==> src/rtl/div_pkg.sv <==
`default_nettype none
// ============================================================================
//  Module   : div_pkg
//  Purpose  : Shared types and constants for the restoring divider.
//             - state_t        : divider control states (IDLE, BUSY, DONE)
//             - DIV_WIDTH      : default operand width
//             - CNT_W          : step-counter width for the default width
//             - DIV0_QUOTIENT  : quotient returned for a zero divisor
//             - cla4()         : one 4-bit carry-look-ahead slice
//  Revision : 1.0 - initial release
// ============================================================================
package div_pkg;

    typedef enum logic [1:0] {
        IDLE = 2'd0,
        BUSY = 2'd1,
        DONE = 2'd2
    } state_t;

    localparam int DIV_WIDTH = 8;
    localparam int CNT_W     = $clog2(DIV_WIDTH);
    localparam logic [DIV_WIDTH-1:0] DIV0_QUOTIENT = '1;

    // 4-bit carry-look-ahead adder slice. Returns {carry_out, sum[3:0]}.
    // All carries are formed directly from generate/propagate terms so the
    // slice has no internal ripple.
    function automatic logic [4:0] cla4(input logic [3:0] a,
                                        input logic [3:0] b,
                                        input logic       cin);
        logic [3:0] g;
        logic [3:0] p;
        logic [4:0] c;
        g    = a & b;
        p    = a ^ b;
        c[0] = cin;
        c[1] = g[0] | (p[0] & cin);
        c[2] = g[1] | (p[1] & g[0]) | (p[1] & p[0] & cin);
        c[3] = g[2] | (p[2] & g[1]) | (p[2] & p[1] & g[0])
             | (p[2] & p[1] & p[0] & cin);
        c[4] = g[3] | (p[3] & g[2]) | (p[3] & p[2] & g[1])
             | (p[3] & p[2] & p[1] & g[0]) | (p[3] & p[2] & p[1] & p[0] & cin);
        return {c[4], p ^ c[3:0]};
    endfunction

endpackage
`default_nettype wire

==> src/rtl/cla_sub.sv <==
`default_nettype none
// ============================================================================
//  Module   : cla_sub
//  Purpose  : N-bit subtractor with borrow-out, built from chained 4-bit
//             carry-look-ahead slices. Computes i_a + ~i_b + 1.
//  Ports    : i_a      [N-1:0]  minuend
//             i_b      [N-1:0]  subtrahend
//             o_diff   [N-1:0]  i_a - i_b (modulo 2^N)
//             o_borrow          1 when i_a < i_b
//  Revision : 1.0 - initial release
// ============================================================================
module cla_sub
    import div_pkg::*;
#(
    parameter int N = 9
) (
    input  logic [N-1:0] i_a,
    input  logic [N-1:0] i_b,
    output logic [N-1:0] o_diff,
    output logic         o_borrow
);

    localparam int c_slices = (N + 3) / 4;
    localparam int c_pad_w  = c_slices * 4;

    logic [c_pad_w-1:0] w_a_pad;
    logic [c_pad_w-1:0] w_b_inv;
    logic [c_pad_w-1:0] w_sum;
    logic [c_slices:0]  w_c;
    logic               w_unused_hi;

    // Both operands are zero-extended before inversion. The carry out of the
    // padded width then equals "a >= b", the same as at N bits.
    always_comb begin
        w_a_pad        = '0;
        w_a_pad[N-1:0] = i_a;
        w_b_inv        = '1;
        w_b_inv[N-1:0] = ~i_b;
    end

    assign w_c[0] = 1'b1;

    for (genvar s = 0; s < c_slices; s++) begin : g_slice
        assign {w_c[s+1], w_sum[4*s +: 4]} = cla4(w_a_pad[4*s +: 4],
                                                  w_b_inv[4*s +: 4],
                                                  w_c[s]);
    end

    assign o_diff      = w_sum[N-1:0];
    assign o_borrow    = ~w_c[c_slices];
    assign w_unused_hi = ^w_sum[c_pad_w-1:N];

endmodule
`default_nettype wire

==> src/rtl/restoring_divider.sv <==
`default_nettype none
// ============================================================================
//  Module   : restoring_divider
//  Purpose  : Multi-cycle unsigned integer divider, one restoring
//             shift/subtract step per clock, valid/ready on both sides.
//  Ports    : clk, rst_n            clock / async active-low reset
//             in_valid, in_ready    operand handshake
//             dividend, divisor     [WIDTH-1:0] operands (sampled at accept)
//             out_valid, out_ready  result handshake
//             quotient, remainder   [WIDTH-1:0] result
//             div_zero              divisor was zero for this result
//             is_signed             (only with DIVIDER_SIGNED_EN) two's
//                                   complement truncating division
//  Config   : `define DIVIDER_SIGNED_EN adds the is_signed port and one
//             negation cycle for signed operations.
//  Revision : 1.0 - initial release
// ============================================================================
module restoring_divider
    import div_pkg::*;
#(
    parameter int WIDTH = DIV_WIDTH
) (
    input  logic             clk,
    input  logic             rst_n,
`ifdef DIVIDER_SIGNED_EN
    input  logic             is_signed,
`endif
    input  logic             in_valid,
    output logic             in_ready,
    input  logic [WIDTH-1:0] dividend,
    input  logic [WIDTH-1:0] divisor,
    output logic             out_valid,
    input  logic             out_ready,
    output logic [WIDTH-1:0] quotient,
    output logic [WIDTH-1:0] remainder,
    output logic             div_zero
);

    localparam int c_cnt_w = $clog2(WIDTH);

    state_t             r_state;
    logic [WIDTH-1:0]   r_rem;      // partial remainder; always < divisor
    logic [WIDTH-1:0]   r_q;        // dividend shifting out / quotient in
    logic [WIDTH-1:0]   r_d;        // divisor magnitude
    logic [c_cnt_w-1:0] r_cnt;
    logic               r_dz;       // zero divisor captured at accept

    logic [WIDTH:0]     w_rem_sh;
    logic [WIDTH:0]     w_diff;
    logic               w_borrow;
    logic [WIDTH:0]     w_rem_nx;
    logic [WIDTH-1:0]   w_q_nx;
    logic [WIDTH-1:0]   w_dvd_mag;
    logic [WIDTH-1:0]   w_dvs_mag;
    logic               w_unused_rem_msb;
    logic               w_last_step;

`ifdef DIVIDER_SIGNED_EN
    logic               r_is_signed;
    logic               r_neg_q;
    logic               r_neg_r;
    logic               r_fix;      // pending sign fix-up cycle
    logic               w_dvd_neg;
    logic               w_dvs_neg;

    assign w_dvd_neg = is_signed & dividend[WIDTH-1];
    assign w_dvs_neg = is_signed & divisor[WIDTH-1];
    // Most-negative maps onto itself, which read unsigned is its magnitude.
    assign w_dvd_mag = w_dvd_neg ? -dividend : dividend;
    assign w_dvs_mag = w_dvs_neg ? -divisor  : divisor;
`else
    assign w_dvd_mag = dividend;
    assign w_dvs_mag = divisor;
`endif

    // One restoring step: shift {R,Q} left, trial-subtract D from R.
    assign w_rem_sh = {r_rem, r_q[WIDTH-1]};

    cla_sub #(
        .N (WIDTH + 1)
    ) u_sub (
        .i_a      (w_rem_sh),
        .i_b      ({1'b0, r_d}),
        .o_diff   (w_diff),
        .o_borrow (w_borrow)
    );

    assign w_rem_nx    = w_borrow ? w_rem_sh : w_diff;
    assign w_q_nx      = {r_q[WIDTH-2:0], ~w_borrow};
    assign w_last_step = (r_cnt == c_cnt_w'(WIDTH - 1));
    // The restored remainder is below the divisor, so its top bit is zero.
    assign w_unused_rem_msb = w_rem_nx[WIDTH];

    always_ff @(posedge clk or negedge rst_n) begin
        if (!rst_n) begin
            r_state   <= IDLE;
            in_ready  <= 1'b1;
            out_valid <= 1'b0;
            quotient  <= '0;
            remainder <= '0;
            div_zero  <= 1'b0;
            r_rem     <= '0;
            r_q       <= '0;
            r_d       <= '0;
            r_cnt     <= '0;
            r_dz      <= 1'b0;
`ifdef DIVIDER_SIGNED_EN
            r_is_signed <= 1'b0;
            r_neg_q     <= 1'b0;
            r_neg_r     <= 1'b0;
            r_fix       <= 1'b0;
`endif
        end else begin
            case (r_state)
                IDLE: begin
                    if (in_valid && in_ready) begin
                        in_ready <= 1'b0;
                        r_state  <= BUSY;
                        r_rem    <= '0;
                        r_cnt    <= '0;
`ifdef DIVIDER_SIGNED_EN
                        r_is_signed <= is_signed;
                        r_neg_q     <= w_dvd_neg ^ w_dvs_neg;
                        r_neg_r     <= w_dvd_neg;
                        r_fix       <= 1'b0;
`endif
                        if (divisor == '0) begin
                            // Raw dividend is kept to be returned as remainder.
                            r_dz <= 1'b1;
                            r_q  <= dividend;
                            r_d  <= '0;
                        end else begin
                            r_dz <= 1'b0;
                            r_q  <= w_dvd_mag;
                            r_d  <= w_dvs_mag;
                        end
                    end
                end

                BUSY: begin
                    if (r_dz) begin
                        // Zero divisor spends a single cycle here to format
                        // the fixed result.
                        quotient  <= {WIDTH{1'b1}};
                        remainder <= r_q;
                        div_zero  <= 1'b1;
                        out_valid <= 1'b1;
                        r_state   <= DONE;
`ifdef DIVIDER_SIGNED_EN
                    end else if (r_fix) begin
                        quotient  <= r_neg_q ? -r_q   : r_q;
                        remainder <= r_neg_r ? -r_rem : r_rem;
                        div_zero  <= 1'b0;
                        out_valid <= 1'b1;
                        r_fix     <= 1'b0;
                        r_state   <= DONE;
`endif
                    end else begin
                        r_rem <= w_rem_nx[WIDTH-1:0];
                        r_q   <= w_q_nx;
                        r_cnt <= r_cnt + c_cnt_w'(1);
                        if (w_last_step) begin
`ifdef DIVIDER_SIGNED_EN
                            if (r_is_signed) begin
                                r_fix <= 1'b1;
                            end else begin
                                quotient  <= w_q_nx;
                                remainder <= w_rem_nx[WIDTH-1:0];
                                div_zero  <= 1'b0;
                                out_valid <= 1'b1;
                                r_state   <= DONE;
                            end
`else
                            quotient  <= w_q_nx;
                            remainder <= w_rem_nx[WIDTH-1:0];
                            div_zero  <= 1'b0;
                            out_valid <= 1'b1;
                            r_state   <= DONE;
`endif
                        end
                    end
                end

                DONE: begin
                    // in_ready stays low here so no operand is accepted on
                    // the DONE->IDLE edge.
                    if (out_ready) begin
                        out_valid <= 1'b0;
                        in_ready  <= 1'b1;
                        r_state   <= IDLE;
                    end
                end

                default: begin
                    r_state   <= IDLE;
                    in_ready  <= 1'b1;
                    out_valid <= 1'b0;
                end
            endcase
        end
    end

endmodule
`default_nettype wire

==> config.mk <==
export PLATFORM = sky130hd
export DESIGN_NAME = restoring_divider
export DESIGN_NICKNAME = d
export VERILOG_FILES = /design/src/rtl/div_pkg.sv /design/src/rtl/cla_sub.sv /design/src/rtl/restoring_divider.sv
export SDC_FILE = /design/constraint.sdc
export NUM_CORES = 1
export LEC_CHECK = 0
export CELL_PAD_IN_SITES_DETAIL_PLACEMENT = 1
export CELL_PAD_IN_SITES_GLOBAL_PLACEMENT = 1
export CORE_UTILIZATION = 46
export DETAILED_ROUTE_END_ITERATION = 8
export PLACE_DENSITY = 0.95
export SYNTH_ARGS = -nofsm -noshare
export SYNTH_HDL_FRONTEND = slang
export SYNTH_HIERARCHICAL = 1
export SYNTH_SLANG_ARGS = --single-unit
==> constraint.sdc <==
create_clock -name clk -period 3.84 [get_ports clk]
set_clock_uncertainty 0.05 [all_clocks]
set_input_delay 0.96 -clock clk [delete_from_list [all_inputs] [get_ports clk]]
set_output_delay 0.96 -clock clk [all_outputs]
set_load 0.05 [all_outputs]
=== Word level (Yosys, flattened, before mapping) ===
Cells that the tools add are included.

* Register bits after elaboration: 49
* Output and inout port bits: 19
* Word-level logic and storage cells: 130

* Add/subtract/negate cells: 1
* Equality and inequality tests: 7
* Muxes and demuxes: 30
* Bitwise operators: 70
* Reduce and logical (&&, ||, !) cells: 11

{| class="wikitable"
|+ Operator list
! cell !! number
|-
| 8-bit 2-to-1 mux || 10
|-
| 1-bit AND || 35
|-
| 8-bit one-hot mux with 2 select lines || 2
|-
| 1-bit OR || 24
|-
| 4-bit bitwise XOR || 4
|-
| 3-bit AND reduction || 4
|-
| 8-bit NOT with 9-bit output || 1
|-
| 4-bit AND || 2
|-
| 8-bit zero test || 1
|-
| 1-bit 2-to-1 mux || 8
|-
| 2-bit 2-to-1 mux || 4
|-
| 3-bit 2-to-1 mux || 2
|-
| 2-bit != test, second input constant || 3
|-
| 1-bit one-hot mux with 3 select lines || 2
|-
| 2-bit one-hot mux with 3 select lines || 1
|-
| 3-bit one-hot mux with 2 select lines || 1
|-
| 1-bit by 4-bit AND with 4-bit output || 1
|-
| 2-bit AND reduction || 2
|-
| 2-bit nonzero test || 2
|-
| 1-bit by 4-bit bitwise XOR with 4-bit output || 1
|-
| 3-bit by 1-bit adder with 3-bit output, second input constant || 1
|-
| 3-bit == test, second input constant || 1
|-
| 3-bit != test, second input constant || 1
|-
| 2-bit by 1-bit == test with 1-bit output, second input constant || 1
|-
| 4 further kinds || 5
|}

=== Depth between registers and ports, before layout ===
Gate-level depths: netlist of the first run.

* Depth after elaboration: 14
* Depth in mapped cells: 11

=== Cells and area by module ===
The synthesis of the first run kept the hierarchy.

{| class="wikitable"
|+ Modules (own cells, without submodules)
! module !! times used !! cells an instance !! area each (µm²) !! sequential area each (µm²)
|-
| restoring_divider || 1 || 186 || 2,297.2 || 1,227.4
|-
| cla_sub || 1 || 46 || 344.1 || 0.0
|}

=== Worst setup path after synthesis of the first run ===
OpenSTA, ideal clock, no wires.

* Kind: flip-flop to flip-flop
* Start: register r_q[7]
* End: register remainder[0]
* Library setup time: 0.128 ns
* Arrival time: 2.409 ns
* Required time: 3.662 ns
* Setup slack: 1.254 ns
* Cell stages (with the launch flop): 12
* Buffers on the path: 1
* Cells stage by stage: dfrtp_1 > inv_1 > ha_1 > o2111ai_1 > a31oi_1 > a21bo_1 > a21oi_1 > fa_1 > buf_2 > mux2i_1 > o21ai_0 > mux2_1

* Longest elaborated chain between the ends: 11

{| class="wikitable"
|+ Ends and longest elaborated chain
! what !! line !! text
|-
| start: declaration || restoring_divider.sv:43 || <nowiki>logic [WIDTH-1:0] r_q;</nowiki>
|-
| start signal: assignment || restoring_divider.sv:130 || <nowiki>r_q <= dividend;</nowiki>
|-
| start signal: assignment || restoring_divider.sv:134 || <nowiki>r_q <= w_dvd_mag;</nowiki>
|-
| start signal: assignment || restoring_divider.sv:160 || <nowiki>r_q <= w_q_nx;</nowiki>
|-
| 4-bit AND || div_pkg.sv:33 || <nowiki>g = a & b;</nowiki>
|-
| 1-bit AND || div_pkg.sv:41 || <nowiki>| (p[3] & p[2] & p[1] & g[0]) | (p[3] & p[2] & p[1] & p[0] & cin);</nowiki>
|-
| 1-bit OR (2 in series) || div_pkg.sv:41 ||
|-
| 1-bit AND || div_pkg.sv:41 ||
|-
| 1-bit OR || div_pkg.sv:41 ||
|-
| 1-bit AND || div_pkg.sv:41 ||
|-
| 1-bit OR || div_pkg.sv:41 ||
|-
| 8-bit 2-to-1 mux * || restoring_divider.sv:88 || <nowiki>assign w_rem_nx = w_borrow ? w_rem_sh : w_diff;</nowiki>
|-
| 8-bit 2-to-1 mux * || restoring_divider.sv:162 || <nowiki>if (w_last_step) begin</nowiki>
|-
| 8-bit 2-to-1 mux * || restoring_divider.sv:141 || <nowiki>if (r_dz) begin</nowiki>
|-
| end signal: assignment || restoring_divider.sv:145 || <nowiki>remainder <= r_q;</nowiki>
|-
| end signal: assignment || restoring_divider.sv:175 || <nowiki>remainder <= w_rem_nx[WIDTH-1:0];</nowiki>
|-
| end: declaration || restoring_divider.sv:35 || <nowiki>output logic [WIDTH-1:0] remainder,</nowiki>
|}

Every way passes the cells marked *; elsewhere a longest branch is shown, timed or not. The select of a mux whose other input is x is not followed.
A chain may end at the register's enable or synchronous reset.

=== Worst setup path after layout of the first run ===
* Start: register r_q[7]
* End: register remainder[3]

Same word-level chain as after synthesis.

==> reports/metrics.yaml, run 1 <==
status: "complete, no violations"
r2r_slack_ns: 0.65
crit_type: "reg -> reg"
grt_max_degree: 30
fin_util_pct: 57.2
max_stage_delay_ns: 0.54
syn_to_final_growth_pct: 19.4
critPathLaunchType: "flop"
cts_tree: "done"
grt_use_total_pct: 22.1
antenna_found_initial: 0
cts.sinks: 49
most-common-layout-cells: "48 x dfrtp_1, 37 x clkdlybuf4s50_1, 17 x o21ai_0"
power_density_nw_per_um2: 884
io_buffers: 38
grt.overflow.total: 0
finalSetupTns_ns: 0
fmax_mhz: 313
core_um2: 5510
htreeDepth: 2
cp-startpoint: "r_q[7]"
dpl.hpwl_um: 4300
worstReg2RegEnd: "remainder[3]"
antenna_cells: 0
row_count: 27
r2r-start: "r_q[7]"
grt_pass1_wl_um: 10300
numCtsBuffers: 5
critPathCaptureType: "flop"
top_usage_layer: "met2"
setup_viol: 0
cp_slowest_cell: "fa_1"
crit_arrival_ns: 3.33
drt-wirelength-per-cell_um: 17.0
place.gp.congestion: 0.816
place_ws_ns: 0.656
worst_pin_slew_ns: 0.963
critPathTopFamily: "compound AO/OA/AOI/OAI gates"
cts_resized: 0
postCtsHoldBufs: 0
grt_pass1_vias: 2034
clkSlewWorstSetupHoldPaths_ns: 0.08
fp.dieH_um: 77.7
cp.required_ns: 3.97
min_period_ns: 3.19
synth.avg_cell_area_um2: 11.4
globalRouteMet2Util_pct: 38.4
grtUsageMet1_pct: 27.8
die_w_um: 77.7
slew_headroom_pct: 35.8
drc_errors: 0
drt_first_pass_iters: 4
grt_setup_unrepaired: "no"
ir_drop_v: 0.000351
min_period_over_period_pct: 83.1
crit_cells: 10
r2r_cells: 10
clock_path_buffers: 2
start_util_pct: 47.9
drt_iter0_drc: 71
nets: 300
routed_wirelength_um: 5770
leakage_nw: 1.46
crit_end: "remainder[3]"
maxSlewViolCount: 0
critPathMaxFanout: 10
final_antenna_net_count: 0
drive_gt1_share_pct: 12.3
worst_slack_ns: 0.649
synthCells: 231
pin_count: 39
dieArea_um2: 6040
post_cts_buffers: 0
hold_class: "reg -> reg"
cts-root-buf: "clkbuf_8"
route.vias.total: 1884
hold_violations: 0
viasPerCell: 5.54
final_common_cell: "dfrtp_1"
cp.buffers_inverters: 1
synth_area_um2: 2640
cp_cell_sequence: "inv_1 > ha_1 > o2111ai_1 > a31oi_1 > a21bo_1 > a21oi_1 > fa_1 > mux2i_1 > o21ai_0 > mux2_1"
clock_latency_ns: 0.30
met3_usage_pct: 4.59
synth_fp_nets: 264
max_cap_violations: 0
yosys_warnings: 6
## cell type report
type,count,area [um2]
fillers,590,2360
multi-input cells,156,1270
flip-flops and latches,49,1230
repair buffers,40,390
well taps,72,90.1
clock buffers,7,86.3
inverters,15,56.3
clock inverters,1,30.0
## per-layer routing
layer,vias to the layer above,routed length (um)
li1,883,-
met5,-,0
met1,960,2590
met2,35,2960
met4,0,42
met3,6,176
## where the power goes
group	total, mW	switching, mW	internal, mW
clock network	0.383	0.171	0.213
logic	1.47	0.856	0.618
registers	0.926	0.199	0.726
total	2.78	1.23	1.56
## worst min path at each step
| stage | start | to | depth (start not counted) |
|---|---|---|---|
| final | r_d[2] | r_d[2] | 1 |
| after global routing | r_d[7] | r_d[7] | 1 |
| after CTS | r_d[1] | r_d[1] | 1 |
| after detailed placement | r_d[1] | r_d[1] | 1 |
| after global placement | r_d[2] | r_d[2] | 1 |
| after floorplan | r_rem[7] | r_rem[7] | 1 |
## through the flow
| step | hold WS, ns | cells | cell area, um2 | power (mW) |
|---|---|---|---|---|
| finish | 0.441 | 340 | 3150 | 2.78 |
| global route | 0.463 | 340 | 3150 | 2.99 |
| CTS | 0.449 | 340 | 3150 | 2.81 |
| detailed placement | 0.429 | 332 | 3030 | 2.40 |
| global placement | 0.418 | 332 | 3030 | 2.34 |
| floorplan | 0.406 | 231 | 2640 | 1.95 |
## sequential cells by signal, indices dropped and copies added (netlist names), 2 cells and up
signal     cells
quotient       8
r_d            8
r_q            8
r_rem          8
remainder      8
r_cnt          3
r_state        2
(Power assumes the default switching activity.)
==> run 2: changes to the inputs <==
- CORE_UTILIZATION: 46 -> 39
- PLACE_DENSITY: 0.95 -> 0.87
- clock period: 3.84 -> 2.85 ns (I/O delays scaled with it)
==> run 2 against run 1 <==
The run now ends with DRC left. Global-route usage shrank 3.0 points. Die area grew 17%. Clock power grew 39%. Maximum frequency grew 12%. Power grew 55%. Non-clock buffer count grew 9. Final cell count grew 4.1%. Core utilization shrank 4.6 points. Wire length grew 25%.
==> reports/metrics.yaml, run 2 (synthesized netlist as in run 1, its figures left out) <==
status: "complete, but fails checks"
violations: "DRC"
min_period_over_period_pct: 99.8  # +17 points
drt-wirelength-per-cell_um: 20.3  # +20%
multi_input_area_um2: 1400  # +11%
power_switching_mw: 1.95  # +59%
n_fill_cell: 658  # +12%
htreeDepth: 2  # unchanged
routed_wirelength_um: 7190  # +25%
cp_slowest_cell: "dfrtp_1"
critPathLaunchType: "flop"
ir_drop_v: 0.000478  # +36%
cts.sinks: 49  # unchanged
start_util_pct: 41.1  # -6.8 points
critPathMaxFanout: 7  # -3
min_period_ns: 2.84  # -0.348 ns
final_antenna_net_count: 0  # unchanged
cp.buffers_inverters: 1  # unchanged
drive_gt1_share_pct: 21.7  # +9.3 points
dpl.hpwl_um: 4450  # +3.6%
leakage_nw: 1.47  # +0.95%
crit_arrival_ns: 2.99  # -0.34 ns
fmax_mhz: 352  # +12%
antenna_found_initial: 0  # unchanged
nets: 309  # +3.0%
clkSlewWorstSetupHoldPaths_ns: 0.10  # +0.02 ns
max_cap_violations: 0  # unchanged
clock_latency_ns: 0.31  # about the same
p_sw_share_pct: 45.2  # +1.1 points
power_density_nw_per_um2: 1280  # +45%
dieArea_um2: 7100  # +17%
max_stage_delay_ns: 0.41  # -0.13 ns
hold_violations: 0  # unchanged
numCtsBuffers: 5  # unchanged
cp.required_ns: 3.00  # -0.97 ns
total_power_mw: 4.31  # +55%
finalSetupTns_ns: 0  # unchanged
grt.overflow.total: 0  # unchanged
p_seq_share_pct: 29.4  # -3.9 points
die_w_um: 84.2  # +8.4%
hold_class: "in -> async"
critPathTopFamily: "compound AO/OA/AOI/OAI gates"
grt_max_degree: 27  # -10%
critPathCaptureType: "flop"
drt_iter0_drc: 127  # +79%
place.gp.congestion: 0.802  # -1.7%
grtUsageMet1_pct: 25.0  # -2.8 points
cts_tree: "done"
fin_cells: 354  # +4.1%
dp_cells: 343  # +3.3%
route.vias.total: 1989  # +5.6%
grt_use_total_pct: 19.1  # -3.0 points
ff_latch_area_um2: 1230  # +0.10%
final_common_cell: "dfrtp_1"
intPower_mw: 2.36  # +52%
grt_pass1_vias: 2160  # +6.2%
cp_cell_sequence: "ha_1 > a21o_1 > a21oi_1 > a21bo_1 > a21oi_2 > fa_2 > buf_12 > mux2i_4 > o21ai_1 > mux2_1"
clock_path_buffers: 2  # unchanged
setup_viol: 0  # unchanged
fp.dieH_um: 84.2  # +8.4%
viasPerCell: 5.62  # +1.4%
met3_usage_pct: 3.15  # -1.4 points
row_count: 29  # +7.4%
combPwrFrac_pct: 58.2  # +5.2 points
io_buffers: 38  # unchanged
top_usage_layer: "met2"
slew_headroom_pct: 58.1  # +22 points
worst_pin_slew_ns: 0.628  # -0.335 ns
maxSlewViolCount: 0  # unchanged
crit_type: "reg -> reg"
antenna_cells: 0  # unchanged
syn_to_final_growth_pct: 27.9
clkPwrFrac_pct: 12.4  # -1.4 points
most-common-layout-cells: "47 x dfrtp_1, 37 x clkdlybuf4s50_1, 16 x o21ai_0, 16 x mux2_1, 15 x inv_1"
globalRouteMet2Util_pct: 32.2  # -6.2 points
drt_first_pass_iters: 6  # +2
drc_errors: 10  # +10
pin_count: 39  # unchanged
grt_pass1_wl_um: 10700  # +4.6%
cts-root-buf: "clkbuf_8"
fin_util_pct: 52.5  # -4.6 points
core_um2: 6420  # +17%
[run 2: stage by stage]
stage | hold WS, ns | setup slack, ns | cell area (um2)
floorplan | 0.367 | 0.264 | 2640
global placement | 0.420 | 0.0748 | 3080
detailed placement | 0.433 | -0.0274 | 3080
CTS | 0.367 | 0.0247 | 3220
global route | 0.386 | -0.105 | 3370
finish | 0.358 | 0.00680 | 3370
[run 2: power groups by stage]
stage	logic, mW	clock network (mW)	registers (mW)
floorplan	1.05	0	1.58
CTS	2.10	0.542	1.24
finish	2.51	0.534	1.27
global placement	1.97	0	1.24
global route	2.69	0.564	1.31
detailed placement	2.04	0	1.25
[run 2: path summary, 6_finish.rpt]
check | startpoint | to | slack (ns) | cells after the start
max | r_rem[4] | remainder[0] | 0.007 | 10
min | rst_n | remainder[3] | 0.36 | 1
max reg2reg | r_rem[4] | remainder[0] | 0.007 | 10
min reg2reg | remainder[4] | remainder[4] | 0.45 | 1
max in group asynchronous | rst_n | r_rem[5] | 1.72 | 2
min in group clk | remainder[4] | remainder[4] | 0.45 | 1
[run 2: repair_timing]
item / 4_1_cts / 5_1_grt
endpoints found under the hold margin: 0 / 0
gates resized for setup: 2 / 23
pin swaps: 0 / 5
setup endpoints to repair: 3 / 8
hold buffers: 0 / 0
setup buffers: 2 / 1
[run 2: routing by layer]
layer / vias to the layer above / wire [um]
li1: 909 / -
met1: 1018 / 3190
met2: 49 / 3630
met3: 13 / 209
met4: 0 / 164
met5: - / 0
[run 2: final cells by class]
cell class | count | share of cell area, %
Clock buffer | 6 | 2.45
Clock inverter | 2 | 1.11
Inverter | 15 | 1.67
Multi-Input combinational cell | 156 | 41.5
Sequential cell | 49 | 36.4
Tap cell | 77 | 2.86
Timing Repair Buffer | 49 | 13.9
==> run 3: changes to the inputs <==
- ABC_CLOCK_PERIOD_IN_PS: not set -> 2850
- CAP_MARGIN: not set -> 20
- PLACE_DENSITY: 0.87 -> not set
- PLACE_DENSITY_LB_ADDON: not set -> 0.1
==> run 3 against run 2 <==
Largest cell class unchanged. Core utilization shrank 1.9 points. Setup slack gained 0.13 ns. Register-to-register slack gained 0.13 ns. Largest power group unchanged. The run still ends with DRC left. Critical endpoint is now remainder[3].
==> reports/metrics.yaml, run 3 (synthesized netlist as in run 1, its figures left out) <==
status: "complete, but fails checks"
violations: "DRC"
die_w_um: 84.2  # unchanged
htreeDepth: 2  # unchanged
most-common-layout-cells: "47 x dfrtp_1, 37 x clkdlybuf4s50_1, 17 x o21ai_0"
min_period_over_period_pct: 95.1  # -4.6 points
clock_latency_ns: 0.31  # about the same
top_layer: "met4"
viasPerCell: 5.39  # -4.1%
finalSetupTns_ns: 0  # unchanged
fp.dieH_um: 84.2  # unchanged
critPathLaunchType: "flop"
dieArea_um2: 7100  # unchanged
cp_cell_sequence: "ha_1 > a21oi_1 > a31oi_2 > a21bo_1 > a21oi_2 > fa_2 > buf_12 > mux2i_2 > o21ai_0 > mux2_1"
dpl.hpwl_um: 4360  # -1.9%
routed_wirelength_um: 6080  # -15%
crit_arrival_ns: 2.86  # -0.13 ns
numCtsBuffers: 5  # unchanged
drt_iter0_drc: 88  # -31%
met3WireLength_um: 253  # +21%
power_density_nw_per_um2: 1180  # -7.4%
place.gp.congestion: 0.730  # -9.1%
cp.required_ns: 3.00  # about the same
drive_gt1_share_pct: 18.9  # -2.8 points
route.vias.total: 1897  # -4.6%
core_um2: 6420  # unchanged
drt_first_pass_iters: 6  # unchanged
final_antenna_net_count: 0  # unchanged
fmax_mhz: 369  # +4.9%
cts-root-buf: "clkbuf_8"
grt_pass1_vias: 1949  # -9.8%
critPathMaxFanout: 10  # +3
grt.overflow.total: 0  # unchanged
hold_violations: 0  # unchanged
row_count: 29  # unchanged
grt_setup_unrepaired: "yes"
max_stage_delay_ns: 0.39  # -0.02 ns
hold_class: "in -> async"
grt_use_total_pct: 18.5  # -0.67 points
nets: 308  # -0.32%
place_ws_ns: -0.00163  # +0.0257 ns
pin_count: 39  # unchanged
grt_max_degree: 25  # -7.4%
dp_cells: 344  # +0.29%
critPathCaptureType: "flop"
io_buffers: 38  # unchanged
max_cap_violations: 0  # unchanged
cp_slowest_cell: "dfrtp_1"
grt_pass1_wl_um: 10100  # -5.5%
setup_viol: 0  # unchanged
final_common_cell: "dfrtp_1"
fin_cells: 352  # -0.56%
drt-wirelength-per-cell_um: 17.3  # -15%
clkSlewWorstSetupHoldPaths_ns: 0.09  # about the same
maxSlewViolCount: 0  # unchanged
drc_errors: 8  # -2
syn_to_final_growth_pct: 23.3
min_period_ns: 2.71  # -0.132 ns
met2_length_um: 2800  # -23%
worst_slack_ns: 0.139  # +0.132 ns
antenna_found_initial: 0  # unchanged
worst_pin_slew_ns: 0.738  # +0.110 ns
wl_met1_um: 2950  # -7.3%
ir_drop_v: 0.000588  # +23%
cts_tree: "done"
leakage_nw: 1.46  # -0.83%
slew_headroom_pct: 50.8  # -7.3 points
start_util_pct: 41.1  # unchanged
crit_type: "reg -> reg"
antenna_cells: 0  # unchanged
cts.sinks: 49  # unchanged
clock_path_buffers: 2  # unchanged
==> run 3: cell types whose count changed in the layout (fill, tap and decap cells not counted) <==
cell / before / now
o21ai_1: 10 / 9
buf_4: 10 / 9
clkinvlp_4: 1 / 0
ha_4: 4 / 1
o21ai_0: 16 / 17
mux2i_1: 7 / 9
ha_1: 7 / 10
mux2i_2: 4 / 6
bufinv_16: 1 / 0
mux2i_4: 5 / 1
clkbuf_1: 0 / 1
==> run 3: worst paths after layout <==
kind                       depth (start not counted)  slack [ns]  startpoint            to
max reg2reg                                       10        0.14    r_rem[2]  remainder[3]
min in group clk                                   1        0.44      r_d[2]        r_d[2]
min                                                1        0.21       rst_n  remainder[7]
max                                               10        0.14    r_rem[2]  remainder[3]
min reg2reg                                        1        0.44      r_d[2]        r_d[2]
max in group asynchronous                          2        1.90       rst_n        r_q[7]
==> run 3: repair_timing <==
action                     4_1_cts  5_1_grt
setup buffers                    0        1
pin swaps                        0        1
gates resized for setup          1       11
setup endpoints to repair        1        8
hold buffers                     0        0
==> run 3: final cells by class <==
| type | instances | area [um2] |
|---|---|---|
| clock buffer | 7 | 86.3 |
| fill | 697 | 3170 |
| inverter | 15 | 56.3 |
| multi-input combinational | 156 | 1320 |
| sequential | 49 | 1230 |
| tap | 77 | 96.3 |
| timing repair buffer | 48 | 463 |
==> run 3: critical path, delay by kind of cell, from the launching register on <==
| kind | cells | cell delay (ns) |
|---|---|---|
| compound gates | 5 | 0.88 |
| fa+ha+maj | 2 | 0.60 |
| mux | 2 | 0.55 |
| flops | 1 | 0.39 |
| buf+inv | 1 | 0.15 |
==> run 3: stage by stage <==
stage | power, mW | hold WS, ns | area (um2) | utilization, %
global route | 4.14 | 0.228 | 3250 | 50.6
finish | 3.85 | 0.214 | 3250 | 50.6
floorplan | 2.63 | 0.367 | 2640 | -
CTS | 3.75 | 0.225 | 3190 | 49.7
detailed placement | 3.30 | 0.425 | 3100 | 48.3
global placement | 3.26 | 0.417 | 3100 | 48.3
==> run 3: layer usage <==
layer  vias up  track usage, %
met1       949            25.9
met2        41            29.2
met4         0            4.23
li1        899               -
met3         8            4.23
met5         -               0
==> run 3: where the power goes <==
part,internal (mW),switching [mW],leakage [nW]
logic,0.953,1.25,0.808
registers,0.980,0.240,0.610
clock network,0.193,0.231,0.0443
